==> src/rtl/fifo_uart_tx.sv <==
// fifo_uart_tx: drains an 8-bit synchronous FIFO one byte at a time and sends
// each byte as an asynchronous serial frame. The frame is a start bit, 8 data
// bits LSB first, an optional parity bit, and one stop bit.
//
// Ports:
//   clk           system clock, rising edge
//   rst           synchronous active-high reset
//   fifo_empty_i  FIFO empty flag
//   fifo_rd_en_o  single-cycle FIFO pop strobe, only ever in idle
//   fifo_data_i   FIFO registered read data, valid the cycle after the pop
//   tx_o          serial line, registered, idle high
//   busy_o        high while a frame is being fetched or sent
//   frame_done_o  one-cycle pulse on the last cycle of the stop bit
module fifo_uart_tx #(
  parameter int unsigned CLKS_PER_BIT = 16,
  parameter bit          PARITY_EN    = 1'b0,
  parameter bit          PARITY_ODD   = 1'b0
) (
  input  logic       clk,
  input  logic       rst,
  input  logic       fifo_empty_i,
  output logic       fifo_rd_en_o,
  input  logic [7:0] fifo_data_i,
  output logic       tx_o,
  output logic       busy_o,
  output logic       frame_done_o
);

  localparam int unsigned BaudW = (CLKS_PER_BIT > 1) ? $clog2(CLKS_PER_BIT) : 1;
  localparam logic [BaudW-1:0] BaudLast = BaudW'(CLKS_PER_BIT - 1);

  typedef enum logic [2:0] {
    StIdle,
    StLoad,
    StStart,
    StData,
    StParity,
    StStop
  } state_e;

  state_e           state_q, state_d;
  logic [BaudW-1:0] baud_q, baud_d;
  logic [2:0]       bit_idx_q, bit_idx_d;
  logic [7:0]       shift_q, shift_d;
  logic             parity_q, parity_d;
  logic             tx_q, tx_d;
  logic             bit_end;

  assign bit_end = (baud_q == BaudLast);

  always_comb begin
    state_d      = state_q;
    baud_d       = baud_q;
    bit_idx_d    = bit_idx_q;
    shift_d      = shift_q;
    parity_d     = parity_q;
    tx_d         = tx_q;
    fifo_rd_en_o = 1'b0;
    frame_done_o = 1'b0;

    unique case (state_q)
      StIdle: begin
        baud_d    = '0;
        bit_idx_d = '0;
        tx_d      = 1'b1;
        // Gated by rst so a reset cycle never pops a byte that would be lost.
        if (!fifo_empty_i && !rst) begin
          fifo_rd_en_o = 1'b1;
          state_d      = StLoad;
        end
      end

      StLoad: begin
        // FIFO read data is valid this cycle (one after the pop).
        shift_d  = fifo_data_i;
        parity_d = (^fifo_data_i) ^ PARITY_ODD;
        tx_d     = 1'b0;
        baud_d   = '0;
        state_d  = StStart;
      end

      StStart: begin
        if (bit_end) begin
          baud_d    = '0;
          bit_idx_d = '0;
          tx_d      = shift_q[0];
          state_d   = StData;
        end else begin
          baud_d = baud_q + BaudW'(1);
        end
      end

      StData: begin
        if (bit_end) begin
          baud_d = '0;
          if (bit_idx_q == 3'd7) begin
            if (PARITY_EN) begin
              tx_d    = parity_q;
              state_d = StParity;
            end else begin
              tx_d    = 1'b1;
              state_d = StStop;
            end
          end else begin
            bit_idx_d = bit_idx_q + 3'd1;
            shift_d   = {1'b0, shift_q[7:1]};
            tx_d      = shift_q[1];
          end
        end else begin
          baud_d = baud_q + BaudW'(1);
        end
      end

      StParity: begin
        if (bit_end) begin
          baud_d  = '0;
          tx_d    = 1'b1;
          state_d = StStop;
        end else begin
          baud_d = baud_q + BaudW'(1);
        end
      end

      StStop: begin
        tx_d = 1'b1;
        if (bit_end) begin
          frame_done_o = 1'b1;
          baud_d       = '0;
          state_d      = StIdle;
        end else begin
          baud_d = baud_q + BaudW'(1);
        end
      end

      default: begin
        tx_d    = 1'b1;
        baud_d  = '0;
        state_d = StIdle;
      end
    endcase
  end

  always_ff @(posedge clk) begin
    if (rst) begin
      state_q   <= StIdle;
      baud_q    <= '0;
      bit_idx_q <= '0;
      shift_q   <= '0;
      parity_q  <= 1'b0;
      tx_q      <= 1'b1;
    end else begin
      state_q   <= state_d;
      baud_q    <= baud_d;
      bit_idx_q <= bit_idx_d;
      shift_q   <= shift_d;
      parity_q  <= parity_d;
      tx_q      <= tx_d;
    end
  end

  assign tx_o   = tx_q;
  assign busy_o = (state_q != StIdle);

endmodule

==> config.mk <==
export PLATFORM = sky130hd
export DESIGN_NAME = fifo_uart_tx
export DESIGN_NICKNAME = d
export VERILOG_FILES = /design/src/rtl/fifo_uart_tx.sv
export SDC_FILE = /design/constraint.sdc
export NUM_CORES = 1
export LEC_CHECK = 0
export CAP_MARGIN = 0
export CELL_PAD_IN_SITES_DETAIL_PLACEMENT = 0
export CELL_PAD_IN_SITES_GLOBAL_PLACEMENT = 2
export CORE_ASPECT_RATIO = 1.1
export CORE_MARGIN = 8
export CORE_UTILIZATION = 34
export DETAILED_ROUTE_END_ITERATION = 16
export PLACE_DENSITY_LB_ADDON = 0.15
export SLEW_MARGIN = 40
export SYNTH_ARGS = -nofsm -noshare
export SYNTH_HDL_FRONTEND = slang
export SYNTH_SLANG_ARGS = --single-unit
export TNS_END_PERCENT = 100
==> constraint.sdc <==
create_clock -name clk -period 2.9 [get_ports clk]
set_input_delay 0.87 -clock clk [delete_from_list [all_inputs] [get_ports clk]]
set_output_delay 0.87 -clock clk [all_outputs]
set_load 0.1 [all_outputs]
; ---- After elaboration in Yosys (flattened, before gate mapping)
; Cells that the tools add are included.
[word_totals]
word_cells = 57
ff_bits = 19
output_inout_bits = 4
input_bits = 11
[op_classes]
n_bitwise = 1
n_mux = 22
add_sub_neg = 2
reduce_logical = 13
n_eq_ne = 14
[ops]
columns = op, n
row1 = 2-to-1 mux 3 bit, 8
row2 = case mux 3 bit (6 select lines), 1
row3 = 2-to-1 mux 8 bit, 2
row4 = case mux 8 bit (2 select lines), 1
row5 = != test 2 bit (second input constant), 7
row6 = equality test 3 bit (second input constant), 3
row7 = case mux 3 bit (3 select lines), 1
row8 = 2-to-1 mux 1 bit, 8
row9 = equality test 3 x 2 -> 1 bit (second input constant), 2
row10 = AND reduction 3 bit, 2
row11 = AND reduction 6 bit, 1
row12 = nonzero test 3 bit, 2
row13 = adder 4 x 1 -> 4 bit (second input constant), 1
row14 = equality test 4 bit (second input constant), 1
row15 = case mux 1 bit (4 select lines), 1
row16 = AND reduction 4 bit, 1
row17 = OR reduction 4 bit, 1
row18 = adder 3 x 1 -> 3 bit (second input constant), 1
row19 = equality test 3 x 1 -> 1 bit (second input constant), 1
row20 = logical NOT 3 bit, 1
row21 = OR reduction 3 bit, 1
row22 = logical NOT 1 bit, 2
row23 = nonzero test 2 bit, 1
row24 = logical AND 1 bit, 1
row25 = inverter 1 bit, 1

; ---- Logic depth before layout (Yosys ltp)
; Gate-level depths: netlist of run 1.
[logic_depth]
depth_word = 4
depth_mapped = 6
ltp_nobuf = 5

; ---- Worst setup path before layout of run 1
; Ideal clock, no wire load.
[synth_timing]
kind = flip-flop to output port
from = register baud_q[0]
to = output frame_done_o
path_slack_ps = -815
n_path_buf = 0
path_stages_with_launch = 4
arrival_time_ps = 2845
t_required_ps = 2030
path_cell_list = dfxtp_1 ha_1 nand3_1 nor3_1
[synth_between]
elab_chain_cells = 3
[synth_rtl]
columns = element, line_no
row1 = start: declaration, 42  ; logic [BaudW-1:0] baud_q, baud_d;
row2 = start signal: assignment, 153  ; baud_q <= baud_d;
row3 = equality test 4 bit, 49  ; assign bit_end = (baud_q == BaudLast);
row4 = 2-to-1 mux 1 bit, 126  ; if (bit_end) begin
row5 = 2-to-1 mux 1 bit, 61  ; unique case (state_q)
row6 = end: declaration, 26  ; output logic frame_done_o
; Every way passes these cells.

; ---- Worst setup path after layout of run 1
[layout_timing]
from = input rst
to = output fifo_rd_en_o
[layout_between]
elab_chain_cells = 4
[layout_rtl]
columns = element, line_no
row1 = start: declaration, 20  ; input logic rst,
row2 = logical NOT 1 bit, 67  ; if (!fifo_empty_i && !rst) begin
row3 = logical AND 1 bit, 67
row4 = 2-to-1 mux 1 bit, 67
row5 = 2-to-1 mux 1 bit, 61
row6 = end: declaration, 22  ; output logic fifo_rd_en_o,
; Every way passes these cells.

==> flow_summary.json, run 1 <==
{
  "outcome": "complete, no violations",
  "path_max_fanout": 2,
  "grt_remaining_overflow": 0,
  "synth_top_area_share_pct": 34.2,
  "syn_area_per_cell_um2": 8.57,
  "gp_congestion": 0.743,
  "cts_made_buffers": 3,
  "htree_levels": 1,
  "core_area_mm2": 0.00325,
  "synth_flop_cell": "dfxtp_1",
  "cp_slowest_cell": "clkdlybuf4s50_1",
  "tritoncts": "done",
  "drtAntennaViolNets": 0,
  "ff_latch_area_um2": 380,
  "viasPerCell": 5.62,
  "async_flop_share_pct": 0,
  "drt_iter0_markers": 83,
  "hpwl_um": 1800,
  "die_h_um": 76.0,
  "area_delta_synth_final_pct": 18.2,
  "finalMaxSlewViolations": 0,
  "die_width_um": 70.6,
  "p_leak_nw": 0.469,
  "yosys.cell_types.count": 35,
  "yosysWarningCount": 0,
  "netlist_top_cells_area": "dfxtp_1 34%, nand3_1 7.6%, nor4bb_1 7.2%, a21oi_1 4.5%, a31oi_1 3.9%",
  "syn_area_mm2": 0.00111,
  "grt_pass1_vias": 949,
  "diodes": 0,
  "drt_pre_antenna_iters": 4,
  "tightest_slew_ns": 0.421,
  "drive_gt1_share_pct": 10.8,
  "initial_core_util_pct": 34.3,
  "cts_sinks": 19,
  "path_class": "primary input to output pin",
  "syn_nets": 144,
  "period_share_pct": 92.7,
  "cp_cell_sequence": "clkdlybuf4s50_1, nor2_1, and3_1, buf_12",
  "io_buffer_count": 14,
  "crit_path_max_incr_delay_ns": 0.43,
  "critPathTopFamily": "buffers and inverters",
  "cp-end-kind": "output pin",
  "max_cap_violations": 0,
  "worstSkewPairLatency_ns": 0.29,
  "rows": 22,
  "path_buf_inv": 2,
  "yosysSeqAreaShare_pct": 34.2,
  "finalCriticalPeriod_ns": 2.69,
  "synth_area_leader_cell": "dfxtp_1",
  "ys_ff_latch": 19,
  "multi_input_area_um2": 648,
  "tns_ns": 0,
  "cp.required_ns": 2.03,
  "grt_first_pass_wirelength_um": 4620,
  "layout_commonest_cell": "dfxtp_1",
  "hold_buffers": 0,
  "track_usage_pct": 10.3,
  "slew_headroom_pct": 71.8,
  "ios": 15,
  "rsz0062_at_grt": "false",
  "grt_antenna_before_repair": 0,
  "cts.root.buffer_cell": "clkbuf_4",
  "clkTransAtPathRegs_ns": 0.11,
  "mostFrequentLayoutCells": "19 x dfxtp_1, 17 x nand3_1, 10 x a21oi_1, 10 x clkdlybuf4s50_1",
  "setup_viol": 0,
  "finClkSkew_ns": 0.00521,
  "cts.repair.resized": 0,
  "postCtsSetupRepairBufs": 0,
  "nNetsFinal": 154,
  "worstPathArrival_ns": 1.82,
  "grt_max_degree": 22,
  "cts.path.max_buffers": 2,
  "final_core_util_pct": 40.5,
  "hold_viol": 0,
  "synth_edf_count": 0,
  "syn_inst": 130,
  "num_vias": 984,
  "fillers": 335,
  "route.detailed.drc": 0,
  "peakVddDrop_mv": 0.153,
  "cellPowerDensity_mw_per_mm2": 425,
  "cp-start-kind": "primary input",
  "die_area_mm2": 0.00536,
  "drt-total-wl_um": 2660,
  "hp-class": "flip-flop to flip-flop",
  "wl_per_cell_um": 15.2,
  "fmax_ghz": 0.372
}
==> cells in the mapped netlist, drive strengths merged, types with 2 or more instances <==
library cell / n
dfxtp: 19
nand3: 17
a21oi: 10
buf: 9
nor2: 8
nor4bb: 8
a31oi: 7
nand2b: 6
and3: 5
clkbuf: 5
o21ai: 4
ha: 3
inv: 3
mux2i: 3
nand3b: 2
nand4: 2
nor2b: 2
or3: 2
xnor2: 2
==> stage by stage <==
stage               total power [mW]  cells  instance area (um^2)  setup WS (ns)  hold WS [ns]
floorplan                      0.384    130                  1120         0.0345         0.417
global placement               0.426    171                  1290          0.216         0.426
detailed placement             0.428    171                  1290          0.217         0.441
CTS                            0.564    175                  1320          0.209         0.463
global route                   0.588    175                  1320          0.156         0.489
finish                         0.559    175                  1320          0.212         0.458
==> worst paths after layout <==
| check | start | to | slack (ns) | depth (start not counted) |
|---|---|---|---|---|
| setup / recovery | rst | fifo_rd_en_o | 0.21 | 4 |
| hold / removal | baud_q[0]$_SDFF_PP0_ | baud_q[0]$_SDFF_PP0_ | 0.46 | 1 |
| setup reg to reg | state_q[1]$_SDFFE_PP0P_ | shift_q[3]$_SDFFE_PP0P_ | 1.18 | 4 |
| hold reg to reg | baud_q[0]$_SDFF_PP0_ | baud_q[0]$_SDFF_PP0_ | 0.46 | 1 |
==> metal layers <==
metal	routed length [um]	up-vias	GRT usage, %
met2	1150	16	15.3
li1	-	502	-
met1	1400	464	13.8
met4	23	0	3.75
met5	0	-	0
met3	85	2	2.37
==> layout make-up <==
type	count	share of cell area, %
clock buffer	4	2.00
sequential	19	28.9
timing repair buffer	19	15.6
tap	36	3.42
multi-input combinational	94	49.2
inverter	3	0.856
==> logic make-up (layout without fill, tap and decap cells) <==
kind of cell             count (synthesis)  after routing  synth area share (%)
AO/OA/AOI/OAI                           28             28                  17.2
XOR/XNOR                                 3              3                  2.36
adder cells (fa/ha/maj)                  3              3                  3.37
buffers and inverters                   17             26                  8.09
flip-flops                              19             19                  34.2
multiplexers                             3              3                  2.70
AND/OR/NAND/NOR                         57             57                  32.1
==> report_power, final <==
group	internal, mW	leakage (nW)	total [mW]	switching, mW
Sequential	0.274	0.154	0.286	0.0125
Combinational	0.0603	0.300	0.136	0.0754
Clock	0.0535	0.0150	0.137	0.0839
Total	0.387	0.469	0.559	0.172
==> sequential cells by signal, indices dropped and copies added, names as in the netlist <==
register / flops
tx_o: 1
bit_idx_q: 3
baud_q: 4
state_q: 3
shift_q: 8
Note: power is estimated with default switching activity, not from simulation.
==> run 2, diff against run 1 <==
Settings changed: CORE_UTILIZATION 34 to 39, DONT_BUFFER_PORTS from default to 1, GPL_TIMING_DRIVEN from default to 0.
==> run 2 against run 1 <==
Sequential share of layout area rose by 2.6 points. Highest routed layer unchanged. Clock-buffer cell count unchanged. Critical endpoint unchanged. Critical path type unchanged. First-iteration DRC count is 37% lower. Clock power about the same.
==> flow_summary.json, run 2 (same netlist as run 1, synthesis figures left out) <==
{
  "grtUsageMet3_pct": 2.62,
  "multi_input_area_um2": 657,
  "cp_slowest_cell": "and3_2",
  "top_register": "shift_q",
  "cts.repair.resized": 0,
  "die_h_um": 72.0,
  "route.detailed.drc": 0,
  "path_buf_inv": 1,
  "cp-end-kind": "output pin",
  "outcome": "complete, no violations",
  "max_cap_violations": 0,
  "viasPerCell": 5.91,
  "tightest_slew_ns": 0.523,
  "postCtsSetupRepairBufs": 0,
  "cellPowerDensity_mw_per_mm2": 443,
  "largest_register_ffs": 8,
  "die_width_um": 67.0,
  "num_vias": 993,
  "setup_viol": 0,
  "cp_cell_sequence": "clkbuf_1, nor2_1, and3_2",
  "track_usage_pct": 12.0,
  "cts.root.buffer_cell": "clkbuf_4",
  "critPathTopFamily": "simple AND/OR/NAND/NOR gates",
  "hold_buffers": 0,
  "mostFrequentLayoutCells": "18 x dfxtp_1, 17 x nand3_1, 10 x a21oi_1",
  "peakVddDrop_mv": 0.191,
  "fin_hold_ws_ns": 0.458,
  "totalPowerFinal_mw": 0.537,
  "htree_levels": 1,
  "diodes": 0,
  "min_path_cells": 1,
  "worstSetupPathDepth": 3,
  "core_area_mm2": 0.00275,
  "rows": 20,
  "fmax_ghz": 0.365,
  "nNetsFinal": 150,
  "hold_viol": 0,
  "io_buffer_count": 0,
  "layout_commonest_cell": "dfxtp_1",
  "worstPathArrival_ns": 1.87,
  "cp.required_ns": 2.03,
  "finalCriticalPeriod_ns": 2.74,
  "reg_top3": "shift_q (8), baud_q (4)",
  "cts_sinks": 19,
  "ff_latch_area_um2": 382,
  "grt_antenna_before_repair": 0,
  "cp-start-kind": "primary input",
  "rsz0062_at_grt": "false",
  "hp-class": "flip-flop to flip-flop",
  "p_leak_nw": 0.450,
  "die_area_mm2": 0.00482,
  "ios": 15,
  "worstRegToRegCells": 6,
  "path_max_fanout": 10,
  "grt_busiest_layer": "met2",
  "slew_headroom_pct": 65.1,
  "drt_pre_antenna_iters": 4,
  "grt_first_pass_wirelength_um": 4630,
  "tritoncts": "done",
  "use_met2_pct": 17.9,
  "grt_remaining_overflow": 0,
  "drt_iter0_markers": 52,
  "drtAntennaViolNets": 0,
  "worstSkewPairLatency_ns": 0.30,
  "crit_path_max_incr_delay_ns": 0.55,
  "initial_core_util_pct": 40.5,
  "place_area_mm2": 0.00118,
  "gp_congestion": 0.761,
  "drive_gt1_share_pct": 14.1,
  "grt_max_degree": 11,
  "wl_per_cell_um": 16.1,
  "area_delta_synth_final_pct": 8.76,
  "use_met1_pct": 15.7,
  "path_class": "primary input to output pin",
  "period_share_pct": 94.5,
  "cts.path.max_buffers": 2,
  "finalMaxSlewViolations": 0,
  "finClkSkew_ns": 0.00251,
  "grt_pass1_vias": 1007,
  "fillers": 295,
  "hpwl_um": 1980,
  "cts_made_buffers": 3,
  "drt-total-wl_um": 2710,
  "final_area_mm2": 0.00121,
  "clkTransAtPathRegs_ns": 0.11
}
run 2: worst reg2reg max path: cells and delay by family, from the launching register on:
family,cells,cell delay (ns)
adder cells (fa/ha/maj),2,0.44
flip-flops,1,0.35
AND/OR/NAND/NOR,2,0.40
buffers and inverters,1,0.29
AO/OA/AOI/OAI,1,0.17
run 2: layer usage:
layer	vias up	routed length, um
li1	492	-
met1	477	1330
met2	18	1210
met3	6	124
met4	0	49
met5	-	0
run 2: layout make-up:
type / count / area share (%)
buffer: 14 / 6.51
timing repair buffer: 1 / 1.24
tap: 33 / 3.41
multi-input combinational: 94 / 54.2
inverter: 3 / 0.930
sequential: 19 / 31.5
clock buffer: 4 / 2.17
run 2: worst paths after layout:
| path | slack, ns | end | start |
|---|---|---|---|
| worst max-delay path | 0.16 | fifo_rd_en_o | rst |
| worst min-delay path | 0.46 | baud_q[0]$_SDFF_PP0_ | baud_q[0]$_SDFF_PP0_ |
| worst max register to register | 1.18 | shift_q[6]$_SDFFE_PP0P_ | bit_idx_q[0]$_SDFFE_PP0P_ |
| worst min register to register | 0.46 | baud_q[0]$_SDFF_PP0_ | baud_q[0]$_SDFF_PP0_ |
run 2: power breakdown:
| part | total, mW | internal [mW] | leakage, nW | switching, mW |
|---|---|---|---|---|
| combinational | 0.107 | 0.0378 | 0.281 | 0.0689 |
| sequential | 0.291 | 0.274 | 0.154 | 0.0169 |
| clock | 0.139 | 0.0536 | 0.0150 | 0.0857 |
| total | 0.537 | 0.365 | 0.450 | 0.172 |
run 2: metrics by stage:
| stage | std cells | util [%] | TNS, ns | setup WS [ns] |
|---|---|---|---|---|
| floorplan | 130 | - | 0 | 0.0345 |
| global placement | 163 | 42.1 | -0.182 | -0.111 |
| detailed placement | 164 | 43.0 | 0 | 0.160 |
| CTS | 168 | 44.0 | 0 | 0.165 |
| global route | 168 | 44.0 | 0 | 0.102 |
| finish | 168 | 44.0 | 0 | 0.160 |
==> RTL change: new RTL, config.mk and constraints of run 1 <==
The parameter `CLKS_PER_BIT` goes from 16 to 8.
--- a/src/rtl/fifo_uart_tx.sv
+++ b/src/rtl/fifo_uart_tx.sv
@@ -12,7 +12,7 @@
 //   busy_o        high while a frame is being fetched or sent
 //   frame_done_o  one-cycle pulse on the last cycle of the stop bit
 module fifo_uart_tx #(
-  parameter int unsigned CLKS_PER_BIT = 16,
+  parameter int unsigned CLKS_PER_BIT = 8,
   parameter bit          PARITY_EN    = 1'b0,
   parameter bit          PARITY_ODD   = 1'b0
 ) (
Check against the original RTL: same outputs for any inputs over 10 cycles, from zero or initial values and one cycle with rst high; that may be too few to reach the edited logic, so the function may still have changed.
==> RTL change against run 1 <==
  * Worst setup slack better by 0.063 ns
  * Total power up 1.4%
  * Maximum frequency up 2.4%
  * Clock power up 15%
  * Worst hold slack worse by 0.018 ns
  * Sequential power down 5%
  * Area after synthesis down 6.4%
  * Cell area down 4.3%
  * Sequential share of layout area down 0.30 points
  * Critical endpoint unchanged
  * Register-to-register slack about the same
  * Routed wire length down 22%
  * Sequential cell count down 1
  * Global-route usage down 1.3 points
==> RTL change: results <==
set metrics [dict create \
    synth_xor_area_frac 0.0168 \
    netlist_instances 108 \
    synth.mux.area_fraction 0.0756 \
    worst_ep_arrival_time_ns 1.76 \
    grt_met1_use 0.118 \
    fraction_of_the_mapped_netlist_area_in_compound_gates 0.241 \
    place_congestion 0.661 \
    grt_pass1_wl_um 3530 \
    path_delay_family "simple AND/OR/NAND/NOR gates" \
    critical_path.max_stage_delay_ns 0.28 \
    layout_skew_ns 0.00441 \
    synthesized_nets 123 \
    timing.critical_path.slowest_stage_cell "or2_4" \
    drive_above_1_share 0.203 \
    crit-reg2reg-launch "baud_q[0]" \
    power.ir.vdd_worst_uv 205 \
    ys_top_cells_by_count "18 x dfxtp_1, 9 x inv_1, 8 x a211oi_1" \
    cp_max_fo 3 \
    routed_wire_length_um 2070 \
    grt_start_max_net_pins 26 \
    filler_cell_count 307 \
    result_of_the_run "completed" \
    drt-initial-drc-count 50 \
    worst_setup_slack_after_placement_ns 0.0409 \
    nets 134 \
    detailedPlacementHpwl_um 1440 \
    first_global_vias 742 \
    power.net_switching_w 0.000172 \
    register_area_share_after_synthesis 0.346 \
    worst-slew-pin-transition_ns 0.519 \
]
==> RTL change: cell count changes in the layout (fill, tap and decap cells not counted), sizes merged, moves of 4 or more <==
cell	delta
nor4bb	-8
a211oi	+15
nor2	-6
mux2	+7
and3	-4
a21oi	-8
inv	+7
a31oi	-5
nand3	-16
==> RTL change: cell type report <==
class,instances,area [um2],area share
clock buffers,4,36.3,0.0288
multi-input cells,70,598,0.475
inverters,10,37.5,0.0298
flip-flops and latches,18,360,0.286
repair buffers,16,185,0.147
well taps,34,42.5,0.0338
==> RTL change: final timing paths <==
| check | slack [ns] | cells past startpoint | endpoint |
|---|---|---|---|
| setup / recovery | 0.27 | 4 | fifo_rd_en_o |
| hold reg to reg | 0.44 | 1 | baud_q[0] |
| hold / removal | 0.44 | 1 | baud_q[0] |
| setup reg to reg | 1.18 | 5 | shift_q[0] |
==> RTL change: metal layers <==
layer / vias to the layer above / part of all wire
met3: 2 / 0.044
met1: 365 / 0.48
met2: 8 / 0.47
met5: - / 0
li1: 411 / -
met4: 0 / 0.0092
